$ cat config.mk
export PLATFORM = sky130hd
export DESIGN_NAME = ttt_move_sequencer
export DESIGN_NICKNAME = d
export VERILOG_FILES = /design/src/rtl/ttt_pkg.sv /design/src/rtl/ttt_btn_debounce.sv /design/src/rtl/ttt_move_sequencer.sv
export SDC_FILE = /design/constraint.sdc
export NUM_CORES = 1
export LEC_CHECK = 0
export CAP_MARGIN = 20
export CORE_MARGIN = 3
export CORE_UTILIZATION = 55
export CTS_CLUSTER_SIZE = 12
export DETAILED_ROUTE_END_ITERATION = 8
export PLACE_DENSITY = 0.9
export SYNTH_ARGS = -nofsm -noshare
export SYNTH_HDL_FRONTEND = slang
export SYNTH_SLANG_ARGS = --single-unit
$ cat constraint.sdc
create_clock -name clock -period 5.9 [get_ports clock]
set_clock_uncertainty 0.05 [all_clocks]
set_input_delay 0.885 -clock clock [delete_from_list [all_inputs] [get_ports clock]]
set_output_delay 0.885 -clock clock [all_outputs]
set_load 0.1 [all_outputs]
$ cat src/rtl/ttt_pkg.sv
// Shared types and constants for the tic-tac-toe move sequencer.
package ttt_pkg;

  localparam int NUM_CELLS = 9;

  localparam logic [1:0] CELL_EMPTY  = 2'b00;
  localparam logic [1:0] CELL_PLAYER = 2'b01;
  localparam logic [1:0] CELL_PC     = 2'b10;
  localparam logic [1:0] WHO_NONE    = 2'b00;

  typedef enum logic [2:0] {
    ST_IDLE,
    ST_CHECK,
    ST_PLAYER,
    ST_COMPUTER,
    ST_RELEASE,
    ST_OVER
  } state_t;

  // Index of the lowest set bit; meaningful only for a one-hot vector.
  function automatic logic [3:0] cell_index(input logic [NUM_CELLS-1:0] v);
    logic [3:0] idx;
    idx = 4'd0;
    for (int i = NUM_CELLS - 1; i >= 0; i--) begin
      if (v[i]) idx = 4'(i);
    end
    return idx;
  endfunction

endpackage

$ cat src/rtl/ttt_btn_debounce.sv
// Button debouncer: two-flop synchroniser, stability counter and the
// accepted (stable) button vector, plus a pulse when a press begins.
module ttt_btn_debounce
  import ttt_pkg::*;
#(
  parameter int DEBOUNCE_CYCLES = 16
) (
  input  logic                 clock,
  input  logic                 reset,
  input  logic [NUM_CELLS-1:0] btn,
  output logic [NUM_CELLS-1:0] stable_btn,
  output logic                 press_evt
);

  localparam int CNT_W = $clog2(DEBOUNCE_CYCLES + 1);

  logic [NUM_CELLS-1:0] sync_p0;
  logic [NUM_CELLS-1:0] sync_p1;
  logic [CNT_W-1:0]     cnt;

  // Synchronise, count unchanged samples, and accept the vector once it has
  // been steady long enough; press_evt fires on the all-zero to non-zero step.
  always_ff @(posedge clock or posedge reset) begin
    if (reset) begin
      sync_p0    <= '0;
      sync_p1    <= '0;
      cnt        <= '0;
      stable_btn <= '0;
      press_evt  <= 1'b0;
    end else begin
      // stage p0 -> p1: metastability filter
      sync_p0   <= btn;
      sync_p1   <= sync_p0;
      press_evt <= 1'b0;
      if (sync_p0 != sync_p1) begin
        cnt <= '0;
      end else if (cnt != CNT_W'(DEBOUNCE_CYCLES)) begin
        cnt <= cnt + 1'b1;
      end else if (stable_btn != sync_p1) begin
        stable_btn <= sync_p1;
        press_evt  <= (stable_btn == '0);
      end
    end
  end

endmodule

$ cat src/rtl/ttt_move_sequencer.sv
// Turns debounced player buttons into the game's play/pc move handshake.
// Build option: define TTT_CENTRE_FIRST_EN to make the computer prefer the
// centre, then corners, then edges; otherwise it takes the lowest empty cell.
module ttt_move_sequencer
  import ttt_pkg::*;
#(
  parameter int DEBOUNCE_CYCLES = 16,
  parameter int HOLD_CYCLES     = 5
) (
  input  logic        clock,
  input  logic        reset,
  input  logic [8:0]  btn,
  input  logic [17:0] board,
  input  logic [1:0]  who,
  output logic        play,
  output logic        pc,
  output logic [3:0]  player_position,
  output logic [3:0]  computer_position,
  output logic        busy,
  output logic        illegal
);

  localparam int HOLD_W = $clog2(HOLD_CYCLES + 1);

`ifdef TTT_CENTRE_FIRST_EN
  localparam logic [3:0] PICK_ORDER [NUM_CELLS] =
    '{4'd4, 4'd0, 4'd2, 4'd6, 4'd8, 4'd1, 4'd3, 4'd5, 4'd7};
`else
  localparam logic [3:0] PICK_ORDER [NUM_CELLS] =
    '{4'd0, 4'd1, 4'd2, 4'd3, 4'd4, 4'd5, 4'd6, 4'd7, 4'd8};
`endif

  // First free cell in preference order; returns {found, index}.
  function automatic logic [4:0] pick_cell(input logic [NUM_CELLS-1:0] taken);
    logic       found;
    logic [3:0] idx;
    found = 1'b0;
    idx   = 4'd0;
    for (int k = 0; k < NUM_CELLS; k++) begin
      if (!found && !taken[PICK_ORDER[k]]) begin
        found = 1'b1;
        idx   = PICK_ORDER[k];
      end
    end
    return {found, idx};
  endfunction

  state_t               state, state_d;
  logic [NUM_CELLS-1:0] lat_btn, lat_d;
  logic [HOLD_W-1:0]    hold_cnt, hold_d;
  logic [3:0]           ppos_d, cpos_d;
  logic [NUM_CELLS-1:0] stable_btn;
  logic                 press_evt;
  logic [NUM_CELLS-1:0] occ;
  logic [NUM_CELLS-1:0] masked;
  logic [4:0]           sel;
  logic                 hold_done;

  ttt_btn_debounce #(
    .DEBOUNCE_CYCLES(DEBOUNCE_CYCLES)
  ) u_debounce (
    .clock      (clock),
    .reset      (reset),
    .btn        (btn),
    .stable_btn (stable_btn),
    .press_evt  (press_evt)
  );

  // Occupancy map of the board; code 11 counts as occupied.
  always_comb begin
    occ = '0;
    for (int i = 0; i < NUM_CELLS; i++) begin
      occ[i] = (board[2*i +: 2] != CELL_EMPTY);
    end
  end

  assign masked    = occ | (9'd1 << player_position);
  assign sel       = pick_cell(masked);
  assign hold_done = (hold_cnt == HOLD_W'(HOLD_CYCLES - 1));

  // State register.
  always_ff @(posedge clock or posedge reset) begin
    if (reset) state <= ST_IDLE;
    else       state <= state_d;
  end

  // Latched press, hold counter and the move positions.
  always_ff @(posedge clock or posedge reset) begin
    if (reset) begin
      lat_btn           <= '0;
      hold_cnt          <= '0;
      player_position   <= '0;
      computer_position <= '0;
    end else begin
      lat_btn           <= lat_d;
      hold_cnt          <= hold_d;
      player_position   <= ppos_d;
      computer_position <= cpos_d;
    end
  end

  // Next-state logic, move selection and the illegal-press pulse.
  always_comb begin
    state_d = state;
    lat_d   = lat_btn;
    hold_d  = hold_cnt;
    ppos_d  = player_position;
    cpos_d  = computer_position;
    illegal = 1'b0;
    unique case (state)
      ST_IDLE: begin
        if (who != WHO_NONE) begin
          state_d = ST_OVER;
        end else if (press_evt) begin
          lat_d   = stable_btn;
          state_d = ST_CHECK;
        end
      end
      ST_CHECK: begin
        if (!$onehot(lat_btn) || ((lat_btn & occ) != '0)) begin
          illegal = 1'b1;
          state_d = ST_RELEASE;
        end else begin
          ppos_d  = cell_index(lat_btn);
          hold_d  = '0;
          state_d = ST_PLAYER;
        end
      end
      ST_PLAYER: begin
        if (hold_done) begin
          hold_d = '0;
          if (sel[4]) begin
            cpos_d  = sel[3:0];
            state_d = ST_COMPUTER;
          end else begin
            state_d = ST_RELEASE;
          end
        end else begin
          hold_d = hold_cnt + 1'b1;
        end
      end
      ST_COMPUTER: begin
        if (hold_done) begin
          hold_d  = '0;
          state_d = ST_RELEASE;
        end else begin
          hold_d = hold_cnt + 1'b1;
        end
      end
      ST_RELEASE: begin
        if (stable_btn == '0) begin
          state_d = (who != WHO_NONE) ? ST_OVER : ST_IDLE;
        end
      end
      ST_OVER: state_d = ST_OVER;
      default: state_d = ST_IDLE;
    endcase
  end

  // Strobes decode straight from state so reset drops them immediately.
  assign play = (state == ST_PLAYER);
  assign pc   = (state == ST_COMPUTER);
  assign busy = (state != ST_IDLE) && (state != ST_OVER);

endmodule

# ---- After elaboration in Yosys (flattened, before gate mapping)
# Cells that the tools add are included.
dict set report word_totals {
  ff_bits 56
  input_bits 31
  elab_cells 137
}
dict set report op_classes {
  add_sub_neg 10
  eq_ne 16
  n_shift 1
  muxes 45
  bitwise_logic 6
  reduce_logical 49
}
# operator n
set ops {}
lappend ops {{2-to-1 mux 4 bit} 16}
lappend ops {{2-to-1 mux 3 bit} 10}
lappend ops {{nonzero test 2 bit} 12}
lappend ops {{!= test 9 bit} 2}
lappend ops {{one-hot mux 3 bit (6 select lines)} 1}
lappend ops {{logical NOT 1 bit} 16}
lappend ops {{2-to-1 mux 1 bit} 15}
lappend ops {{2-to-1 mux 5 bit} 2}
lappend ops {{AND 9 bit} 1}
lappend ops {{== test 3 bit, second input constant} 3}
lappend ops {{logical AND 1 bit} 9}
lappend ops {{logical NOT 9 bit} 1}
lappend ops {{OR 9 bit} 1}
lappend ops {{AND reduction 3 bit} 3}
lappend ops {{nonzero test 9 bit} 1}
lappend ops {{left shift 1 x 4 -> 9 bit, first input constant} 1}
lappend ops {{adder 1 x 1 -> 2 bit} 4}
lappend ops {{adder 2 x 2 -> 3 bit} 2}
lappend ops {{== test 3 x 2 -> 1 bit, second input constant} 2}
lappend ops {{one-hot mux 3 bit (2 select lines)} 1}
lappend ops {{adder 5 x 1 -> 5 bit, second input constant} 1}
lappend ops {{!= test 5 bit, second input constant} 1}
lappend ops {{adder 3 x 3 -> 4 bit} 1}
lappend ops {{adder 4 x 1 -> 4 bit} 1}
lappend ops {{14 further kinds} 20}

# ---- Logic depth before layout (Yosys ltp)
dict set report logic_depth {
  word_depth 29
  depth_mapped 15
}

# ---- By module
# Synthesis repeated with hierarchy kept, for this count alone.
dict set report unflattened {
  cells_unflattened 282
  area_unflattened_um2 2991.6
}
# module n_inst cells_per_inst area_each_um2
set modules_own_cells {}
lappend modules_own_cells {ttt_move_sequencer 1 184 1676.6}
lappend modules_own_cells {ttt_btn_debounce 1 98 1315.0}

# ---- Worst setup path before layout
# OpenSTA, ideal clock, no wires.
dict set report synth_timing {
  path_kind {flip-flop to output port}
  start {register lat_btn[0]}
  end {output port illegal}
  arrival_ns 4.205
  path_slack_ns 0.760
  stages_incl_launch_ff 12
  path_buffers 0
  cell_sequence {dfrtp_1 inv_1 fa_1 fa_1 fa_1 inv_1 fa_1 inv_1 fa_1 o2111ai_1 nor4_1 nor2_1}
}
dict set report synth_via {
  elab_chain_cells 9
}
# item line_no
set synth_lines {}
lappend synth_lines {{from (decl)} ttt_move_sequencer.sv:49} ;# logic [NUM_CELLS-1:0] lat_btn, lat_d;
lappend synth_lines {{from (signal assigned)} ttt_move_sequencer.sv:95} ;# lat_btn <= lat_d;
lappend synth_lines {{adder 1 x 1 -> 2 bit (implied by the code)} ttt_move_sequencer.sv:120} ;# if (!$onehot(lat_btn) || ((lat_btn & occ) != '0)) begin
lappend synth_lines {{adder 2 x 2 -> 3 bit (implied by the code)} ttt_move_sequencer.sv:120}
lappend synth_lines {{adder 3 x 3 -> 4 bit (implied by the code)} ttt_move_sequencer.sv:120}
lappend synth_lines {{adder 4 x 1 -> 4 bit (implied by the code)} ttt_move_sequencer.sv:120}
lappend synth_lines {{== test 4 x 1 -> 1 bit} ttt_move_sequencer.sv:120}
lappend synth_lines {{logical NOT 1 bit} ttt_move_sequencer.sv:120}
lappend synth_lines {{logical OR 1 bit (*)} ttt_move_sequencer.sv:120}
lappend synth_lines {{2-to-1 mux 1 bit (*)} ttt_move_sequencer.sv:120}
lappend synth_lines {{2-to-1 mux 1 bit (*)} ttt_move_sequencer.sv:110} ;# unique case (state)
lappend synth_lines {{to (decl)} ttt_move_sequencer.sv:20} ;# output logic illegal
# Mark *: on every way between the ends. The rest lies on a longest branch, timed or not.

# ---- Worst setup path in the final report
# Ends and elaborated chain as after synthesis.

==> results.md <==
- The run finished with clean final reports.
- The max-cap check violation count is 0.
- The power density of the placed cells is 185 mW/mm^2.
- In this run, post-CTS hold repair placed 0 buffers.
- The number of global-route vias before repair is ~2200.
- The total overflow left after global routing is 0.
- The kind of critical path is reg -> out.
- In the routed design, unresolved DRC markers number 0.
- 0 antenna diodes ended up in the layout.
- The required arrival time at the worst endpoint is 4.97 ns.
- For this run, the register share of the synthesized area comes to between 40 and 50%.
- The number of buffers and inverters on the critical path is 4.
- The number of antenna violations at the first check in global routing came to 0.
- The first-pass detailed-route iteration total is 5.
- From left edge to right edge, the die measures approximately 80 microns.
- Counting distinct cell types in the post-synthesis netlist gives 57.
- The number of clock sinks is 56.
- The filler cells instantiated in the layout total 398.
- Setup total negative slack on the finished layout was measured at 0 ns.
- In this run the tightest slew margin relative to its limit is 35.1%.
- The die outline area is around 0.0064 sq mm.
- At the worst endpoint, the arrival time is 3.88 ns.
- During placement, the flow inserted port buffers numbering 42.
- The maximum level of the CTS H-tree is 2.
- The post-route clock period utilization is 81.7%.
- The final number of setup-violating endpoints is 0.
- The number of endpoints with negative hold slack in the final report is 0.
- The placer's final routability congestion estimate is ~0.95.
- Entering global routing, the biggest net connects 31 pins.
- The netlist area before placement is 0.00300 sq mm.
- STA classifies the critical path startpoint as a flop.
- Once the floorplan was initialized, standard cells occupied between 50% and 60% of the core.
- The critical path's largest stage delay is 0.56 ns.
- The vias per cell is roughly 5.8.
- The post-cts gate resize count is 0.
- The clock passes through at most 2 buffers.
- The global-route wire length before repair is between 9000 and 10000 microns.
- Counting every net in the synthesized netlist gives ~310.
- Global routing used 19.6% of the available tracks across all layers.
- The area of the core is around 0.0052 sq mm.
- The number of synthesized flops with an enable pin is 0.
- The total non-filler cell area in the finished layout is around 0.0036 sq mm.
- The Yosys step of the flow raised 0 warnings.
- The register-to-register path setup slack is about 2 ns.
- The master of the slowest instance on the critical path is fa_1.
- The placed instances occupy a cell area of 0.00350 sq mm.
- The fraction of final layout cells sized beyond drive strength 1 is between 10% and 20%.
- For this block, the initial DRC count from the detailed router was 108.
- The routed design has around 5800 microns of wire.
- The clock reaches the later pin of the worst-skew pair after ~0.31 ns.
- In this run the remaining antenna-violating nets after routing total 0.
- Counting every instance in the synthesized netlist gives about 270.
- Of all flip-flops after synthesis, the portion carrying an async set or reset was between 90% and 100%.
- The maximum net fanout on the critical path is 6.
- The kind of cell with the highest combined delay along the critical path is adder cells.
- Clock tree synthesis inserted a total of 5 buffers.
- In this run, synthesis produced a sequential element count of 56.
- The total via count after detailed routing is about 2200.
- The clock tree root driver cell is clkbuf_8.
- Counting stages on the worst path, the most repeated cell is fa_1.
- Walking the worst path, the cells encountered are inv_1 -> fa_1 -> fa_1 -> fa_1 -> inv_1 -> fa_1 -> inv_1 -> fa_1 -> o2111ai_1 -> nor4_1 -> nor2_1 -> buf_4.
- For the pin with the worst max-slew slack, the measured transition is between 0.9 and 1 ns.
- The critical path endpoint category is an output pin.
- The final critical path time including I/O delays and setup is slightly below 5 ns.
- From bottom edge to top edge, the die measures 79.8 microns.
- The average wire length per cell after detail routing is ~15 microns.
- At the end of the flow the core is filled with cells to 69.0%.
- The final HPWL from detailed placement is approximately 4500 microns.
- The power after layout is ~0.66 mW.
- Buffers added to address setup during post-CTS repair amount to 0.
- The leakage component of the power is roughly 1.6 nW.
- The worst-case IR drop observed on VDD is roughly 0.16 mV.
- The number of slew-limit violations in the final report came to 0.
- The count of standard-cell rows is 26.
- The main flop type after synthesis is dfrtp_1.
- The clock tree from TritonCTS is built.
- The layout net count is roughly 360.
- Setup repair after global routing left no endpoint under its margin.
- In this run the worst hold path is classified as reg -> reg.
- Clock-pin slew was measured on the worst setup and hold paths at around 0.10 ns.
- The average cell area after synthesis is 11.1 sq um.
- From synthesis to final layout, the design area changed by 19.8%.
- The timing-limited maximum frequency is 208 MHz.
- The I/O pin total is 43.
-- cell type report --
class                           instances  area [sq um]  area share (%)
Clock buffer                            5          68.8            1.92
Clock inverter                          3          25.0           0.697
Inverter                               22          82.6            2.30
Multi-Input combinational cell        189          1490            41.4
Sequential cell                        56          1400            39.0
Tap cell                               70          87.6            2.44
Timing Repair Buffer                   43           438            12.2
-- state kept, by name, indices dropped and copies added (netlist names) --
name and cells:
computer_position 4, u_debounce.sync_p1 9, lat_btn 9, player_position 4, hold_cnt 3, u_debounce.press_evt 1, u_debounce.stable_btn 9, u_debounce.sync_p0 9
state 3, u_debounce.cnt 5
-- layout by cell type (no fill, tap or decap), types with 3 or more instances in the layout --
| cell | count |
|---|---|
| o2111ai_1 | 3 |
| nor3_1 | 11 |
| clkbuf_8 | 5 |
| inv_1 | 20 |
| nand2_1 | 22 |
| o21ai_1 | 3 |
| fa_1 | 5 |
| mux2_4 | 9 |
| mux2_2 | 6 |
| nand4bb_1 | 3 |
| xnor2_1 | 6 |
| xor2_1 | 16 |
| ha_1 | 6 |
| clkdlybuf4s50_1 | 41 |
| a21oi_1 | 7 |
| o21ai_0 | 10 |
| nor2b_1 | 4 |
| nor2_1 | 19 |
| dfrtp_1 | 56 |
| nand3_1 | 8 |
| nor4_1 | 5 |
| mux2_1 | 3 |
-- report_power, final --
part           internal [mW]  leakage (nW)  switching (mW)
sequential             0.390         0.715         0.00553
combinational         0.0293         0.846          0.0248
clock                 0.0867        0.0452           0.127
-- cells in the mapped netlist, drive strengths merged (2+ instances only) --
library cell   n  share of area [%]
dfrtp         56                 47
nand2         23                3.0
inv           22                2.8
nor2          21                2.8
mux2          18                7.9
xor2          16                4.7
o21ai         15                2.8
nor3          13                2.5
a21oi          8                1.5
nand3          8                1.3
ha             6                2.5
nor4           6                1.5
xnor2          6                1.8
fa             5                3.3
a22oi          4                1.8
nand4          4                1.3
nor2b          4               0.83
buf            3               0.71
nand4bb        3                1.1
o2111ai        3               0.88
a22o           2               0.58
a32o           2               0.71
nand3b         2               0.92
nor4b          2               0.58
o22ai          2               0.63
o41ai          2               0.58
or4b           2               0.92
-- path summary, 6_finish.rpt --
| check | start | end | cells past startpoint |
|---|---|---|---|
| setup / recovery | lat_btn[0] | illegal | 12 |
| hold / removal | u_debounce.sync_p0[8] | u_debounce.sync_p1[8] | 0 |
| setup reg to reg | lat_btn[0] | player_position[1] | 13 |
| hold reg to reg | u_debounce.sync_p0[8] | u_debounce.sync_p1[8] | 0 |
| max in group asynchronous | reset | u_debounce.stable_btn[1] | 3 |
| min in group asynchronous | reset | hold_cnt[0] | 2 |
-- metal layers --
layer | track usage (%) | vias up | wire, microns | part of all wire, %
met3 | 4.29 | 11 | 473 | 8.1
met5 | 0 | - | 0 | 0
met2 | 34.5 | 95 | 2930 | 50
met4 | 5.57 | 0 | 72 | 1.2
met1 | 24.2 | 1084 | 2350 | 40
li1 | - | 1049 | - | -
-- through the flow --
step / hold WS (ns) / worst slack (ns) / std cells
final: 0.348 / 1.08 / 388
after global routing: 0.359 / 0.899 / 388
after CTS: 0.344 / 1.07 / 388
after detailed placement: 0.327 / 1.43 / 380
after global placement: 0.327 / 1.57 / 379
after floorplan: 0.322 / 0.760 / 271
-- cell families after synthesis --
family / share of synthesized area, %
AOI/OAI and AO/OA: 11.3
xor gates and xnor gates: 6.43
adders and majority gates: 5.84
buffers and inverters: 3.59
DFF: 46.7
muxes: 8.22
and+or+nand+nor: 17.9
No activity file was read; power rests on OpenSTA's default activity.
